**src/rtl/if_pkg.sv**
```systemverilog
// Shared types and defaults for the instruction-fetch stage.
package if_pkg;

  localparam logic [31:0] BUBBLE_DEF   = 32'h0000_0000;
  localparam logic [31:0] RESET_PC_DEF = 32'h0000_0000;
  localparam logic [31:0] PC_STEP      = 32'd4;

  typedef enum logic {
    FETCH = 1'b0,
    DROP  = 1'b1
  } fetch_state_t;

  // One prefetched word: pc is the fetch address plus PC_STEP.
  typedef struct packed {
    logic [31:0] pc;
    logic [31:0] instr;
  } fetch_entry_t;

endpackage

```
**src/rtl/prefetch_fifo.sv**
```systemverilog
// Small power-of-two FIFO of fetched {pc, instruction} entries.
module prefetch_fifo
  import if_pkg::*;
#(
  parameter int DEPTH = 4
) (
  input  logic                     clk,
  input  logic                     rst,
  input  logic                     flush,
  input  logic                     push,
  input  fetch_entry_t             wdata,
  input  logic                     pop,
  output fetch_entry_t             rdata,
  output logic [$clog2(DEPTH):0]   count,
  output logic                     empty,
  output logic                     full
);
  localparam int AW = $clog2(DEPTH);
  localparam int CW = AW + 1;

  fetch_entry_t    mem_q [DEPTH];
  logic [AW-1:0]   wr_ptr_q, wr_ptr_d;
  logic [AW-1:0]   rd_ptr_q, rd_ptr_d;
  logic [CW-1:0]   cnt_q, cnt_d;
  logic            do_push, do_pop;

  assign empty   = (cnt_q == '0);
  assign full    = (cnt_q == CW'(DEPTH));
  assign count   = cnt_q;
  assign rdata   = mem_q[rd_ptr_q];
  assign do_push = push && !flush;
  assign do_pop  = pop && !flush && !empty;

  // Pointer/count next state; flush empties the FIFO in one edge.
  always_comb begin
    wr_ptr_d = wr_ptr_q;
    rd_ptr_d = rd_ptr_q;
    cnt_d    = cnt_q;
    if (flush) begin
      wr_ptr_d = '0;
      rd_ptr_d = '0;
      cnt_d    = '0;
    end else begin
      if (do_push) wr_ptr_d = wr_ptr_q + 1'b1;
      if (do_pop)  rd_ptr_d = rd_ptr_q + 1'b1;
      cnt_d = cnt_q + CW'(do_push) - CW'(do_pop);
    end
  end

  // Pointer and count registers.
  always_ff @(posedge clk or negedge rst) begin
    if (!rst) begin
      wr_ptr_q <= '0;
      rd_ptr_q <= '0;
      cnt_q    <= '0;
    end else begin
      wr_ptr_q <= wr_ptr_d;
      rd_ptr_q <= rd_ptr_d;
      cnt_q    <= cnt_d;
    end
  end

  // Entry storage; contents are meaningless until written, so no reset.
  always_ff @(posedge clk) begin
    if (do_push) mem_q[wr_ptr_q] <= wdata;
  end

endmodule

```
**src/rtl/if_stage_prefetch.sv**
```systemverilog
// Fetch stage: one-in-flight imem requests, prefetch FIFO, IF/ID register.
module if_stage_prefetch
  import if_pkg::*;
#(
  parameter int          DEPTH    = 4,
  parameter logic [31:0] BUBBLE   = BUBBLE_DEF,
  parameter logic [31:0] RESET_PC = RESET_PC_DEF
) (
  input  logic        clk,
  input  logic        rst,
  output logic        imem_req,
  output logic [31:0] imem_addr,
  input  logic        imem_ack,
  input  logic [31:0] imem_rdata,
  input  logic        freeze,
  input  logic        branch_taken,
  input  logic [31:0] branch_addr,
  output logic [31:0] pc,
  output logic [31:0] instruction,
  output logic        valid
);
  localparam int            CW      = $clog2(DEPTH) + 1;
  localparam logic [CW-1:0] DEPTH_C = CW'(DEPTH);

  fetch_state_t  state_q, state_d;
  logic [31:0]   fetch_pc_q, fetch_pc_d;
  logic [31:0]   drop_addr_q, drop_addr_d;
  logic          pend_q, pend_d;
  logic [31:0]   pc_q, pc_d;
  logic [31:0]   instr_q, instr_d;
  logic          valid_q, valid_d;

  logic          acc, bypass;
  logic          fifo_push, fifo_pop, fifo_empty, fifo_full;
  logic [CW-1:0] fifo_count;
  fetch_entry_t  fifo_wdata, fifo_rdata;

  // Request is combinational so a zero-wait memory sustains one fetch per cycle;
  // gating with rst keeps it low for the whole reset window.
  always_comb begin
    imem_req  = rst && ((state_q == DROP) || pend_q || (fifo_count < DEPTH_C));
    imem_addr = (state_q == DROP) ? drop_addr_q : fetch_pc_q;
    acc       = imem_req && imem_ack && (state_q == FETCH) && !branch_taken;
  end

  // Fetch PC and request FSM next state; branch overrides everything.
  always_comb begin
    state_d     = state_q;
    fetch_pc_d  = fetch_pc_q;
    drop_addr_d = drop_addr_q;
    pend_d      = pend_q;
    if (branch_taken) begin
      fetch_pc_d = branch_addr;
      pend_d     = 1'b0;
      if (imem_req && !imem_ack) begin
        state_d     = DROP;
        drop_addr_d = imem_addr;   // the stale request must stay on the bus
      end else begin
        state_d = FETCH;
      end
    end else if (state_q == DROP) begin
      if (imem_ack) state_d = FETCH;
    end else if (acc) begin
      fetch_pc_d = fetch_pc_q + PC_STEP;
      pend_d     = 1'b0;
    end else if (imem_req) begin
      pend_d = 1'b1;
    end
  end

  // IF/ID register next state: branch, freeze, FIFO head, bypass, bubble.
  always_comb begin
    pc_d     = pc_q;
    instr_d  = instr_q;
    valid_d  = valid_q;
    fifo_pop = 1'b0;
    bypass   = 1'b0;
    if (branch_taken) begin
      valid_d = 1'b0;
      instr_d = BUBBLE;
    end else if (freeze) begin
      // hold
    end else if (!fifo_empty) begin
      fifo_pop = 1'b1;
      pc_d     = fifo_rdata.pc;
      instr_d  = fifo_rdata.instr;
      valid_d  = 1'b1;
    end else if (acc) begin
      bypass  = 1'b1;
      pc_d    = fetch_pc_q + PC_STEP;
      instr_d = imem_rdata;
      valid_d = 1'b1;
    end else begin
      valid_d = 1'b0;
      instr_d = BUBBLE;
    end
    fifo_push  = acc && !bypass;
    fifo_wdata = '{pc: fetch_pc_q + PC_STEP, instr: imem_rdata};
  end

  // All stage registers.
  always_ff @(posedge clk or negedge rst) begin
    if (!rst) begin
      state_q     <= FETCH;
      fetch_pc_q  <= RESET_PC;
      drop_addr_q <= '0;
      pend_q      <= 1'b0;
      pc_q        <= '0;
      instr_q     <= BUBBLE;
      valid_q     <= 1'b0;
    end else begin
      state_q     <= state_d;
      fetch_pc_q  <= fetch_pc_d;
      drop_addr_q <= drop_addr_d;
      pend_q      <= pend_d;
      pc_q        <= pc_d;
      instr_q     <= instr_d;
      valid_q     <= valid_d;
    end
  end

  assign pc          = pc_q;
  assign instruction = instr_q;
  assign valid       = valid_q;

  prefetch_fifo #(.DEPTH(DEPTH)) u_fifo (
    .clk   (clk),
    .rst   (rst),
    .flush (branch_taken),
    .push  (fifo_push),
    .wdata (fifo_wdata),
    .pop   (fifo_pop),
    .rdata (fifo_rdata),
    .count (fifo_count),
    .empty (fifo_empty),
    .full  (fifo_full)
  );

  // Requests are only raised with room, so a return never meets a full FIFO.
  a_no_push_full: assert property (@(posedge clk) disable iff (!rst) !(fifo_push && fifo_full));

endmodule

```
**config.mk**
```make
export PLATFORM = sky130hd
export DESIGN_NAME = if_stage_prefetch
export DESIGN_NICKNAME = d
export VERILOG_FILES = /design/src/rtl/if_pkg.sv /design/src/rtl/prefetch_fifo.sv /design/src/rtl/if_stage_prefetch.sv
export SDC_FILE = /design/constraint.sdc
export NUM_CORES = 1
export LEC_CHECK = 0
export ABC_AREA = 1
export ABC_CLOCK_PERIOD_IN_PS = 5800
export CORE_MARGIN = 8
export CORE_UTILIZATION = 40
export DETAILED_ROUTE_END_ITERATION = 8
export GPL_TIMING_DRIVEN = 0
export RECOVER_POWER = 25
export SKIP_LAST_GASP = 1
export SYNTH_ARGS = -nofsm -noshare
export SYNTH_HDL_FRONTEND = slang
export SYNTH_SLANG_ARGS = --single-unit
export TNS_END_PERCENT = 20
```
**constraint.sdc**
```tcl
create_clock -name clk -period 5.8 [get_ports clk]
set_input_delay 1.45 -clock clk [delete_from_list [all_inputs] [get_ports clk]]
set_output_delay 1.45 -clock clk [all_outputs]
set_load 0.01 [all_outputs]
```
After elaboration in Yosys (flattened, before gate mapping)
Memory sizes are Yosys's and may differ from the RTL's.
Cells that the tools add are included.

storage, ports and cells
  logic and storage cells = 81
  bits in writable memories = 256
  output and inout port bits = 98
  input bits = 69
  memory bits (read-only) = 0
  bits in registers = 138
  memories kept = 1
  bits in latches = 0

memory list
  memory        depth  bits a word  rd ports  clocked after memory_dff  write ports  RTL line             RTL
  u_fifo.mem_q  4      64           1         0                         1            prefetch_fifo.sv:21  fetch_entry_t mem_q [DEPTH];

operators by class
  equal/unequal tests = 3
  $lt $le $gt $ge = 1
  shift-type cells = 0
  muxes and demuxes = 34
  add/subtract/negate cells = 5
  divide/modulo/power cells = 0
  reductions and logical operators = 24
  $mul = 0
  bitwise logic cells = 3

operators by type and width
  cell                                            number
  two-way mux 32 bit                              9
  adder 32 x 3 -> 32 bit (second input constant)  1
  two-way mux 1 bit                               20
  logical AND 1 bit                               9
  two-way mux 2 bit                               4
  AND reduction 2 bit                             3
  nonzero test 2 bit                              3
  adder 2 x 1 -> 2 bit (second input constant)    2
  logical NOT 1 bit                               4
  != test 2 bit (second input constant)           2
  adder 3 x 1 -> 3 bit                            1
  logical NOT 3 bit                               1
  < comparator 3 bit (second input constant)      1
  two-way mux 3 bit                               1
  inverter 1 bit                                  3
  AND reduction 3 bit                             1
  nonzero test 3 bit                              1
  subtractor 3 x 1 -> 3 bit                       1
  logical OR 1 bit                                2
  != test 2 x 1 -> 1 bit (second input constant)  1

Longest topological paths before layout
  depth in word-level cells = 16
  gate-level depth with buffers = 12
  mapped depth without buffers = 11

Cells and area by module
Synthesis repeated with hierarchy kept, for this count alone.

second synthesis, totals
  cells, all modules = 1760
  area total of the unflattened synthesis = 17314.1 um^2

modules (own cells, without submodules)
  module             area each (um^2)  times used  sequential area each (um^2)  cells each
  prefetch_fifo      10169.8           1           7862.5                       747
  if_stage_prefetch  7144.4            1           3278.1                       1013

Worst setup path before layout
Ideal clock, no wire load.

  path type = input to register
  start = input rst
  end = memory u_fifo.mem_q[0][0] (netlist bit), enable pin
  library setup time = 0.486 ns
  buffers on the path = 0
  stages on the path = 4
  data required time = 5.314 ns
  slack = 0.748 ns
  data arrival time = 4.566 ns
  cell sequence = nand4_4 -> nor2_4 -> nand2_1 -> nor2_1

between the ends
  cells in the longest elaborated chain, start to end = 13

ends and longest elaborated chain
  element                                    RTL line                 RTL
  from (decl)                                if_stage_prefetch.sv:10  input logic rst,
  logical AND 1 bit *                        if_stage_prefetch.sv:41  imem_req = rst && ((state_q == DROP) || pend_q || (fifo_count < DEPTH_C));
  logical AND 1 bit * (3 in series)          if_stage_prefetch.sv:43  acc = imem_req && imem_ack && (state_q == FETCH) && !branch_taken;
  two-way mux 1 bit                          if_stage_prefetch.sv:88  end else if (acc) begin
  two-way mux 1 bit                          if_stage_prefetch.sv:83  end else if (!fifo_empty) begin
  two-way mux 1 bit                          if_stage_prefetch.sv:81  end else if (freeze) begin
  two-way mux 1 bit                          if_stage_prefetch.sv:78  if (branch_taken) begin
  logical NOT 1 bit                          if_stage_prefetch.sv:97  fifo_push = acc && !bypass;
  logical AND 1 bit *                        if_stage_prefetch.sv:97
  logical AND 1 bit *                        prefetch_fifo.sv:31      assign do_push = push && !flush;
  two-way mux 1 bit *                        prefetch_fifo.sv:65      if (do_push) mem_q[wr_ptr_q] <= wdata;
  two-way mux 1 bit (implied by the code) *  prefetch_fifo.sv:65
  to (decl)                                  prefetch_fifo.sv:21

Mark *: on every way between the ends. The rest lies on a longest branch, timed or not.

Worst setup path in the final report
  start = input rst
  end = output imem_req

between the ends
  cells in the longest elaborated chain, start to end = 1

ends and longest elaborated chain
  element            RTL line                 RTL
  logical AND 1 bit  if_stage_prefetch.sv:41
  to (decl)          if_stage_prefetch.sv:11  output logic imem_req,

No other way between the ends.

==> impl_metrics.tcl <==
set metrics [dict create \
    synth_area_per_cell_um2 9.87 \
    crit_path_end_kind "primary output" \
    cap_violations 0 \
    fmax_mhz 218 \
    fin_area_mm2 0.0211 \
    clock_skew_ns 0.0122 \
    switchingPower_w 0.00286 \
    yosysTopAreaCell "edfxtp_1" \
    core_mm2 0.0427 \
    rows 76 \
    dp.cells 2459 \
    ys_warn_count 0 \
    antenna_cells 0 \
    routedWlPerCell_um 19.8 \
    synth_mux_area_share_pct 0 \
    holdPathStages 2 \
    hp-class "reg -> reg" \
    leakage_nw 8.44 \
    cts_hold_buf 0 \
    drive_gt1_share_pct 8.73 \
    clkTransAtPathRegs_ns 0.06 \
    dp_hpwl_um 35200 \
    final_cell_mix "625 x nand2_1, 256 x edfxtp_1, 213 x nand3_1" \
    gp_congestion 0.873 \
    synthSimpleGateAreaFrac_pct 24.7 \
    syn_inst 1738 \
    pwr_density_cell_mw_per_mm2 411 \
    vdd.ir_drop.worst_uv 186 \
    clockBufferDepth 3 \
    ys_types 33 \
    track_usage_pct 20.0 \
    hold_start "drop_addr_q[26]" \
    portBuffers 166 \
    yosysTopAreaCellShare_pct 44.8 \
    antenna_found_initial 0 \
    die-width_um 223 \
    drt_first_pass_iters 5 \
    nets 2035 \
    areaGrowthSynthToFinish_pct 22.8 \
    finish.utilization_pct 49.3 \
    path_cells "buf_8 -> buf_16 -> o21a_1 -> clkdlybuf4s50_1" \
    critPathSlowestCell "clkdlybuf4s50_1" \
    synth_area_mm2 0.0172 \
    synth_compound_area_share_pct 5.28 \
    hold_violations 0 \
    setup.worst_path.start_class "input port" \
    slew_headroom_pct 37.9 \
    drv_slew 0 \
    ant_nets 0 \
    crit_fanout 88 \
    ys_top_cells_by_area "edfxtp_1 45%, dfrtp_1 20%, nand2_1 14%, nand3_1 6.2%, nor2_1 3.0%" \
    grt_pass1_wl_um 77300 \
    die_h_um 223 \
    p_int_w 0.00580 \
    cts_tree "yes" \
    postCtsSetupBuffers 0 \
    drt_iter0_drc 1068 \
    syn_nets 1815 \
    instances_no_fill 2539 \
    cp.arrival_ns 3.14 \
    yosysSeqAreaShare_pct 64.9 \
    synth_seq_cells 394 \
    dp_worst_setup_slack_ns 1.04 \
    die_area_mm2 0.0498 \
    ctsResizeCount 0 \
    critical-path-top-delay-family "buffers and inverters" \
    vias 13000 \
    critPathRequiredTime_ns 4.35 \
    seqPwrFrac_pct 41.1 \
    insertion_delay_ns 0.57 \
    grt_pass1_vias 12900 \
    pwr-share-comb_pct 28.3 \
    vias_per_cell 5.12 \
    grt_overflow 0 \
    synth_top_family_by_area "simple AND/OR/NAND/NOR gates" \
    synth-xor-area-share_pct 0.204 \
    setup_ws_ns 1.21 \
    grt_max_degree 89 \
    critical-path-max-stage-delay_ns 0.57 \
    final_common_cell "nand2_1" \
    start_util_pct 40.2 \
    ios 167 \
    p_sw_share_pct 33.0 \
    htreeDepth 2 \
    worstRegToRegCells 6 \
    synthAdderAreaFrac_pct 0.627 \
    wirelength_um 50200 \
    r2r_slack_ns 2.88 \
    timing.rr.end "u_fifo.mem_q[0][62]" \
    tightest_slew_ns 0.930 \
    rsz0062_at_grt "no" \
    period_share_pct 79.2 \
    cp.buffers_inverters 3 \
    cts_made_buffers 43 \
    crit_type "in -> out" \
    drc_errors 0 \
    reg2reg_from "u_fifo.count[2]" \
    fillCellCount 3925 \
    min_period_ns 4.59 \
    root_buffer "clkbuf_16" \
    placed_cell_area_mm2 0.0197 \
    status "finished, final reports clean" \
    cts.sinks 394 \
    setup_violations 0 \
    whs_endpoint "drop_addr_q[26]" \
    pwr-share-clk_pct 30.6 \
]
-- logic make-up (layout without fill, tap and decap cells) --
logic type,Yosys count,after routing
adders and majority gates,8,8
xor gates and xnor gates,4,4
buffers and inverters,158,413
DFF,394,394
AOI/OAI and AO/OA,164,164
and+or+nand+nor,1010,1010
-- layer usage --
metal	wire, µm	global-route usage (%)
met3	3770	4.52
met4	1110	5.67
met5	0	0
met2	22900	31.7
met1	22400	27.4
-- stage by stage --
stage,setup TNS [ns],total power (W),hold WS (ns)
finish,0,0.00866,0.478
global route,0,0.00910,0.498
CTS,0,0.00873,0.481
detailed placement,0,0.00608,0.465
global placement,-3032.70,0.00603,0.461
floorplan,0,0.00491,0.449
-- synth_stat cells --
| library cell | number |
|---|---|
| nor2_4 | 7 |
| nor2_1 | 138 |
| buf_4 | 10 |
| nand3_1 | 213 |
| a21oi_1 | 17 |
| clkbuf_1 | 22 |
| xor2_1 | 4 |
| inv_1 | 59 |
| o211ai_1 | 29 |
| o221ai_1 | 2 |
| nand3b_1 | 1 |
| dfrtp_1 | 138 |
| inv_2 | 8 |
| buf_2 | 46 |
| edfxtp_1 | 256 |
| nor2_8 | 1 |
| o21a_1 | 1 |
| buf_1 | 6 |
| ha_1 | 7 |
| nand3_2 | 1 |
| and2_4 | 2 |
| nand4_4 | 1 |
| o21ai_1 | 14 |
| nand2_2 | 13 |
| nor2_2 | 7 |
| nand2_1 | 622 |
| o21ai_0 | 100 |
| inv_4 | 2 |
| o31ai_1 | 1 |
| buf_6 | 5 |
| nand2_4 | 2 |
| nand4_1 | 2 |
| fa_1 | 1 |
-- cell type report --
| cell class | instances | area (µm²) | share of cell area (%) |
|---|---|---|---|
| Sequential cell | 394 | 11100 | 52.9 |
| Inverter | 69 | 264 | 1.25 |
| Multi-Input combinational cell | 1186 | 5280 | 25.0 |
| Tap cell | 546 | 683 | 3.24 |
| Clock buffer | 67 | 1260 | 5.97 |
| Clock inverter | 13 | 108 | 0.511 |
| Buffer | 89 | 467 | 2.22 |
| Timing Repair Buffer | 175 | 1870 | 8.87 |
-- worst min-delay path, cell delays in order (launching register included) --
cell and delay [ns]:
dfrtp_1 0.34, nand2_1 0.05, nand2_1 0.05
-- how the worst max path moves through the flow --
stage / from / endpoint / slack (ns) / cells after the start
final: rst / imem_req / 1.21 / 4
after global routing: rst / imem_req / 1.03 / 4
after CTS: rst / imem_req / 1.15 / 4
after detailed placement: rst / u_fifo.mem_q[0][61] / 1.04 / 7
after global placement: rst / u_fifo.mem_q[3][60] / -8.44 / 5
after floorplan: rst / u_fifo.mem_q[0][0] / 0.75 / 4
-- sequential cells by signal, summed over array words and instances (netlist names) --
register	cells
u_fifo.mem_q	256
drop_addr_q	32
fetch_pc_q	32
instruction	32
pc	32
u_fifo.count	3
u_fifo.rd_ptr_q	2
u_fifo.wr_ptr_q	2
pend_q	1
state_q	1
valid	1
-- power by group through the flow --
stage | Sequential, W | Combinational [W] | Clock, W
finish | 0.00355 | 0.00245 | 0.00265
floorplan | 0.00364 | 0.00127 | 0
global route | 0.00359 | 0.00271 | 0.00281
global placement | 0.00361 | 0.00243 | 0
CTS | 0.00355 | 0.00249 | 0.00269
detailed placement | 0.00361 | 0.00247 | 0
(Power assumes the default switching activity.)
